### src/rtl/mips_pkg.sv
// Shared definitions for the MIPS front end: opcodes, fetch FSM states, reset vector.
package mips_pkg;

  localparam logic [5:0] OP_RTYPE = 6'd0;
  localparam logic [5:0] OP_LW    = 6'd35;
  localparam logic [5:0] OP_SW    = 6'd43;
  localparam logic [5:0] OP_BEQ   = 6'd4;

  localparam logic [31:0] RESET_PC_DEFAULT = 32'h0000_0000;

  typedef enum logic [1:0] {
    FETCH_IDLE  = 2'd0,
    FETCH_REQ   = 2'd1,
    FETCH_HOLD  = 2'd2,
    FETCH_FAULT = 2'd3
  } fetch_state_e;

  function automatic logic word_aligned(input logic [1:0] addr_lsb);
    return (addr_lsb == 2'b00);
  endfunction

endpackage

### src/rtl/pc_register.sv
// Program counter: reset vector load, sequential +4 step and redirect load.
module pc_register
  import mips_pkg::*;
#(
  parameter logic [31:0] RESET_PC = RESET_PC_DEFAULT
) (
  input  logic        clock,
  input  logic        reset_n,
  input  logic        inc_i,
  input  logic        load_i,
  input  logic [31:0] load_addr_i,
  output logic [31:0] pc_o
);

  logic [31:0] pc_q;
  logic [31:0] pc_d;

  // Redirect wins over the sequential step; +4 wraps modulo 2^32.
  always_comb begin
    pc_d = pc_q;
    if (load_i) begin
      pc_d = load_addr_i;
    end else if (inc_i) begin
      pc_d = pc_q + 32'd4;
    end else begin
      pc_d = pc_q;
    end
  end

  // PC state register.
  always_ff @(posedge clock or negedge reset_n) begin
    if (!reset_n) begin
      pc_q <= RESET_PC;
    end else begin
      pc_q <= pc_d;
    end
  end

  assign pc_o = pc_q;

endmodule

### src/rtl/instruction_fetch.sv
// Instruction fetch unit: req/ack handshake to instruction memory, valid/ready
// handshake to decode, branch redirects, and a sticky fault on timeout or misalignment.
module instruction_fetch
  import mips_pkg::*;
#(
  parameter logic [31:0] RESET_PC    = RESET_PC_DEFAULT,
  parameter int          ACK_TIMEOUT = 15
) (
  input  logic        clock,
  input  logic        reset_n,
  output logic        imem_req,
  output logic [31:0] imem_addr,
  input  logic        imem_ack,
  input  logic [31:0] imem_rdata,
  output logic        instr_valid,
  input  logic        instr_ready,
  output logic [31:0] instr,
  output logic [5:0]  op,
  output logic [31:0] pc_out,
  output logic [31:0] pc_plus4,
  input  logic        branch_taken,
  input  logic [31:0] branch_target,
  output logic        fetch_fault
);

  localparam int WAIT_W = (ACK_TIMEOUT < 2) ? 1 : $clog2(ACK_TIMEOUT);
  localparam logic [WAIT_W-1:0] WAIT_LAST = WAIT_W'(ACK_TIMEOUT - 1);

  fetch_state_e      state_q, state_d;
  logic [WAIT_W-1:0] wait_q, wait_d;
  logic              redir_q, redir_d;
  logic [31:0]       redir_tgt_q, redir_tgt_d;
  logic [31:0]       instr_q, instr_d;
  logic [31:0]       pc_out_q, pc_out_d;
  logic              req_q, req_d;
  logic              valid_q, valid_d;
  logic              fault_q, fault_d;

  logic [31:0] pc_s;
  logic        pc_inc_s;
  logic        pc_load_s;
  logic [31:0] pc_load_addr_s;
  logic        branch_bad_s;

  pc_register #(.RESET_PC(RESET_PC)) u_pc (
    .clock       (clock),
    .reset_n     (reset_n),
    .inc_i       (pc_inc_s),
    .load_i      (pc_load_s),
    .load_addr_i (pc_load_addr_s),
    .pc_o        (pc_s)
  );

  assign branch_bad_s = branch_taken && !word_aligned(branch_target[1:0]);

  // Next-state, PC control and datapath capture.
  always_comb begin
    state_d        = state_q;
    wait_d         = wait_q;
    redir_d        = redir_q;
    redir_tgt_d    = redir_tgt_q;
    instr_d        = instr_q;
    pc_out_d       = pc_out_q;
    fault_d        = fault_q;
    pc_inc_s       = 1'b0;
    pc_load_s      = 1'b0;
    pc_load_addr_s = branch_target;

    case (state_q)
      FETCH_IDLE: begin
        if (branch_bad_s) begin
          state_d = FETCH_FAULT;
          fault_d = 1'b1;
        end else begin
          state_d   = FETCH_REQ;
          pc_load_s = branch_taken;
        end
      end
      FETCH_REQ: begin
        if (branch_bad_s) begin
          state_d = FETCH_FAULT;
          fault_d = 1'b1;
          wait_d  = '0;
        end else if (imem_ack) begin
          wait_d = '0;
          // A pending or same-cycle redirect drops the returned word and refetches.
          if (branch_taken || redir_q) begin
            pc_load_s      = 1'b1;
            pc_load_addr_s = branch_taken ? branch_target : redir_tgt_q;
            redir_d        = 1'b0;
            state_d        = FETCH_REQ;
          end else begin
            instr_d  = imem_rdata;
            pc_out_d = pc_s;
            state_d  = FETCH_HOLD;
          end
        end else begin
          if (branch_taken) begin
            redir_d     = 1'b1;
            redir_tgt_d = branch_target;
          end else begin
            redir_d     = redir_q;
            redir_tgt_d = redir_tgt_q;
          end
          if (wait_q == WAIT_LAST) begin
            state_d = FETCH_FAULT;
            fault_d = 1'b1;
            wait_d  = '0;
          end else begin
            wait_d = wait_q + 1'b1;
          end
        end
      end
      FETCH_HOLD: begin
        if (branch_bad_s) begin
          state_d = FETCH_FAULT;
          fault_d = 1'b1;
        end else if (branch_taken) begin
          pc_load_s = 1'b1;
          state_d   = FETCH_REQ;
        end else if (instr_ready) begin
          pc_inc_s = 1'b1;
          state_d  = FETCH_REQ;
        end else begin
          state_d = FETCH_HOLD;
        end
      end
      FETCH_FAULT: begin
        state_d = FETCH_FAULT;
      end
      default: begin
        state_d = FETCH_IDLE;
      end
    endcase

    req_d   = (state_d == FETCH_REQ);
    valid_d = (state_d == FETCH_HOLD);
  end

  // FSM and output registers.
  always_ff @(posedge clock or negedge reset_n) begin
    if (!reset_n) begin
      state_q     <= FETCH_IDLE;
      wait_q      <= '0;
      redir_q     <= 1'b0;
      redir_tgt_q <= 32'h0000_0000;
      instr_q     <= 32'h0000_0000;
      pc_out_q    <= 32'h0000_0000;
      req_q       <= 1'b0;
      valid_q     <= 1'b0;
      fault_q     <= 1'b0;
    end else begin
      state_q     <= state_d;
      wait_q      <= wait_d;
      redir_q     <= redir_d;
      redir_tgt_q <= redir_tgt_d;
      instr_q     <= instr_d;
      pc_out_q    <= pc_out_d;
      req_q       <= req_d;
      valid_q     <= valid_d;
      fault_q     <= fault_d;
    end
  end

  assign imem_req    = req_q;
  assign imem_addr   = pc_s;
  assign instr_valid = valid_q;
  assign instr       = instr_q;
  assign op          = instr_q[31:26];
  assign pc_out      = pc_out_q;
  assign pc_plus4    = pc_out_q + 32'd4;
  assign fetch_fault = fault_q;

endmodule

### config.mk
export PLATFORM = sky130hd
export DESIGN_NAME = instruction_fetch
export DESIGN_NICKNAME = d
export VERILOG_FILES = /design/src/rtl/mips_pkg.sv /design/src/rtl/pc_register.sv /design/src/rtl/instruction_fetch.sv
export SDC_FILE = /design/constraint.sdc
export NUM_CORES = 1
export LEC_CHECK = 0
export ABC_AREA = 0
export ABC_CLOCK_PERIOD_IN_PS = 3390
export BUFFER_PORTS_ARGS = -buffer_cell sky130_fd_sc_hd__buf_4
export CORE_ASPECT_RATIO = 0.8
export CORE_MARGIN = 8
export CORE_UTILIZATION = 35
export CTS_BUF_LIST = sky130_fd_sc_hd__clkbuf_8
export DETAILED_ROUTE_END_ITERATION = 16
export GPL_TIMING_DRIVEN = 0
export PLACE_DENSITY = 0.64
export SYNTH_ARGS = -nofsm -noshare
export SYNTH_HDL_FRONTEND = slang
export SYNTH_SLANG_ARGS = --single-unit
### constraint.sdc
create_clock -name clock -period 3.39 [get_ports clock]
set_clock_uncertainty 0.2 [all_clocks]
set_input_delay 0.678 -clock clock [delete_from_list [all_inputs] [get_ports clock]]
set_output_delay 0.678 -clock clock [all_outputs]
set_load 0.02 [all_outputs]
# --- Word level (Yosys, flattened, before mapping) ---
# Cells that the tools add are included.
totals:
  regBits: 138
  latch_bits: 0
  ramBits: 0
  mem_bits_ro: 0
  input_bits: 69
  output_inout_bits: 137
  wordCells: 77
  mem_count: 0
op_classes:
  addsub: 3
  multipliers: 0
  n_div: 0
  magnitude_cmp: 0
  eq_ne: 10
  n_shift: 0
  n_mux: 38
  bitwise_logic: 3
  n_reduce_logical: 13
ops:
  columns: ["operator", "n"]
  rows:
  - ["$mux 32", 7]
  - ["$add 32x3->32 const B", 2]
  - ["$mux 1", 17]
  - ["$mux 2", 8]
  - ["$mux 4", 3]
  - ["$reduce_and 4->1", 3]
  - ["$pmux 2 s4", 1]
  - ["$eq 2x2->1 const B", 3]
  - ["$ne 3x3->1 const B", 2]
  - ["$reduce_bool 2->1", 3]
  - ["$add 4x1->4 const B", 1]
  - ["$eq 2x1->1 const B", 2]
  - ["$eq 4x4->1 const B", 1]
  - ["$logic_not 2->1", 2]
  - ["$ne 2x1->1 const B", 2]
  - ["$not 1->1", 3]
  - ["$pmux 1 s3", 1]
  - ["$reduce_and 3->1", 1]
  - ["$pmux 1 s2", 1]
  - ["$reduce_or 2->1", 1]
  - ["$logic_and 1x1->1", 1]
  - ["$logic_not 1->1", 1]
  - ["$logic_or 1x1->1", 1]

# --- Longest topological paths before layout ---
depth:
  depth_word: 7
  depth_mapped: 8
  ltp_nobuf: 8

# --- By module ---
# A second synthesis with hierarchy kept.
unflattened:
  hier_cells: 597
  hier_area_um2: 7145.6
modules_own_cells:
  columns: ["mod", "n_inst", "cells_each", "area_each_um2", "seq_area_each_um2"]
  rows:
  - ["instruction_fetch", 1, 393, 5296.3, 2652.5]
  - ["pc_register", 1, 204, 1849.3, 800.8]

# --- Least setup slack after synthesis ---
# No wires, ideal clock.
synth_timing:
  kind: "reg2out"
  start: "register pc_out_q[5] (netlist: pc_out[5])"
  end: "output pc_plus4[31]"
  arrival_ps: 2222
  required_time_ps: 2512
  setup_slack_ps: 290
  stages_incl_launch_ff: 7
  path_buffers: 1
  path_cell_list: "dfrtp_1 and4_1 clkbuf_1 nand2_1 nor4_1 nand4_1 xnor2_1"
synth_via:
  elab_chain_cells: 1
synth_lines:
  columns: ["item", "line_no", "rtl"]
  rows:
  - ["from (decl)", "instruction_fetch.sv:34", "logic [31:0] pc_out_q, pc_out_d;"]
  - ["from (signal assigned)", "instruction_fetch.sv:158", "pc_out_q <= pc_out_d;"]
  - ["$add 32x3->32", "instruction_fetch.sv:171", "assign pc_plus4 = pc_out_q + 32'd4;"]
  - ["to (decl)", "instruction_fetch.sv:20", "output logic [31:0] pc_plus4,"]
# Every way passes these cells.

# --- Worst setup path in the final report ---
layout_timing:
  start: "register pc_out_q[5] (netlist: pc_out[5])"
  end: "output pc_plus4[30]"
# The elaborated chain is that of the path after synthesis.

==> impl_metrics.json <==
{
  "p_leak_nw": 4.35,
  "syn_to_final_growth_pct": 34.4,
  "grt_pass1_vias": 5679,
  "numCtsBuffers": 17,
  "yosysTopAreaCell": "dfrtp_1",
  "cp.arrival_ps": 2300,
  "synthTopCellsByArea": "dfrtp_1, mux2_2, nand2_1, xnor2_1, o21ai_0",
  "synth_edf_count": 0,
  "finalHoldViolations": 0,
  "nets": 917,
  "wl_per_cell_um": 18.9,
  "syn-num-nets": 691,
  "fmax_ghz": 0.314,
  "post-dp-hpwl_um": 16100,
  "die_h_um": 141,
  "crit_path_frequent_cell": "buf_4",
  "place.gp.congestion": 0.849,
  "maxSlewViolCount": 0,
  "synthArstFlopShare_pct": 100,
  "cp_max_fo": 7,
  "critPathMaxStageDelay_ps": 470,
  "timing.final.crit_share_pct": 93.8,
  "antenna_found_initial": 0,
  "vias": 5754,
  "worstMarginPinSlew_ps": 910,
  "timing.hold.ws_ps": 12.0,
  "yosysWarningCount": 0,
  "finalWirelength_um": 21100,
  "worstPathRequired_ps": 2510,
  "hold_buffers": 0,
  "antenna_cells": 0,
  "ys_types": 59,
  "cp_cell_sequence": "and4_2 -> nand2_2 -> nor4_4 -> buf_4 -> nand3_1 -> xnor2_1 -> buf_4",
  "netlist_instances": 618,
  "grt_max_degree": 75,
  "numClockSinks": 138,
  "critPathLaunchType": "flip-flop",
  "slowest_stage": "dfrtp_1",
  "peakVddDrop_uv": 225,
  "multi_input_area_um2": 3140,
  "grt_first_pass_wirelength_um": 32800,
  "ys_ff_latch": 138,
  "layout.area.seq_um2": 3450,
  "status": "finished clean",
  "relSlewSlack_pct": 38.5,
  "path_class": "flip-flop to primary output",
  "drt_pre_antenna_iters": 5,
  "num_rows": 45,
  "dieArea_um2": 24100,
  "crit_path_end_kind": "primary output",
  "htree_levels": 4,
  "max-clock-path-buffers": 2,
  "rsz0062_at_grt": "no",
  "layout-drive-gt1-share_pct": 41.2,
  "drc": 0,
  "drv_cap": 0,
  "ant_nets": 0,
  "min_period_ps": 3180,
  "min_path_type": "input port to asynchronous set/reset pin",
  "cts_tree": "built",
  "fillCellCount": 1780,
  "power_mw": 4.09,
  "setup_viol": 0,
  "synth_area_um2": 6790,
  "drtIter0Drc": 535,
  "vias_per_cell": 5.16,
  "root_buffer": "clkbuf_8",
  "clk_latency_ps": 450,
  "power_density_nw_per_um2": 449,
  "portBuffers": 205,
  "final_common_cell": "buf_4",
  "core_um2": 19000,
  "layout_common_cells": "buf_4, dfrtp_1, mux2_2",
  "grt_overflow": 0,
  "setup_tns_ps": 0,
  "yosysTopAreaCellShare_pct": 50.9,
  "synth_ff_type": "dfrtp_1",
  "clk_pin_slew_ps": 80,
  "ios": 206,
  "synth-seq-area-share_pct": 50.9,
  "synth.avg_cell_area_um2": 11.0,
  "initial_core_util_pct": 35.8,
  "dieWidth_um": 172,
  "grt_util_all_layers_pct": 17.6
}
## area by class of cell
type	count	share of cell area (%)
Buffer	38	1.97
Multi-Input combinational cell	426	34.4
Timing Repair Buffer	209	17.5
Clock buffer	17	2.56
Clock inverter	15	1.65
Inverter	14	0.576
Tap cell	258	3.54
Sequential cell	138	37.8
## worst max-delay path: cells and delay by family, from the launching register on
family | cells | cell delay, ps
and+or+nand+nor | 4 | 870
xor gates and xnor gates | 1 | 180
DFF | 1 | 470
buffers and inverters | 2 | 350
## state kept, by name, indices dropped and copies added, names as in the netlist
signal,count
wait_q,4
instr,32
u_pc.pc_o,32
redir_tgt_q,32
state_q,2
redir_q,1
imem_req,1
instr_valid,1
pc_out,32
fetch_fault,1
## stage by stage
stage | utilization (%) | instances | worst slack, ps | cell area, µm²
final | 48.1 | 1115 | 209 | 9120
after global routing | 48.1 | 1115 | 9.41 | 9120
after CTS | 47.9 | 1113 | 24.2 | 9100
after detailed placement | 45.7 | 1082 | 40.9 | 8680
after global placement | 45.6 | 1081 | 16.4 | 8650
after floorplan | - | 618 | 290 | 6790
## metal layers
layer / track usage [%] / vias to the layer above / wire length (µm)
met2: 25.2 / 209 / 8990
met5: 0 / - / 0
li1: - / 2734 / -
met4: 4.80 / 0 / 232
met3: 5.05 / 15 / 1870
met1: 25.3 / 2796 / 10000
## where the power goes
part	leakage [nW]	total, mW	internal, mW	switching [mW]
combinational	2.39	0.803	0.386	0.417
sequential	1.77	1.97	1.80	0.169
clock	0.188	1.33	0.653	0.672
## path summary, 6_finish.rpt
| path | from | to | slack, ps | cells past startpoint |
|---|---|---|---|---|
| min in group clock | imem_rdata[28] | instr[28] | 250 | 2 |
| max reg2reg | state_q[0] | pc_out[11] | 460 | 7 |
| min | reset_n | fetch_fault | 10 | 1 |
| min reg2reg | redir_tgt_q[0] | redir_tgt_q[0] | 290 | 1 |
| max | pc_out[5] | pc_plus4[30] | 210 | 7 |
| max in group asynchronous | reset_n | pc_out[15] | 2180 | 2 |
## Yosys cell counts, drive strengths merged, types with 4 or more instances
master and instances:
nand4 12, clkbuf 23, mux2 85, o22ai 15, and2 7, nor4 8, nand2 56, nor3 12
o2bb2ai 7, buf 17, a21o 6, inv 14, ha 4, nor2 15, o22a 6, o21a 6
a22o 4, nand3 25, dfrtp 138, or3 7, or4 4, nand2b 4, xnor2 22, a21oi 18
xor2 7, and4 7, o21ai 33, a31oi 7, a22oi 12
## cell families (layout without fill, tap and decap cells)
family	after synthesis	count (layout)	synth area share, %
mux	85	85	14.1
fa+ha+maj	4	4	0.737
flops	138	138	50.9
buf+inv	54	293	3.54
xor+xnor	29	29	3.74
compound gates	138	138	13.7
simple gates	170	170	13.3
## what timing repair did
item	in CTS	in global routing
endpoints found under the setup margin	9	12
buffers inserted	0	3
resized for setup	6	3
pin swaps	2	2
Note: power is estimated with default switching activity, not from simulation.
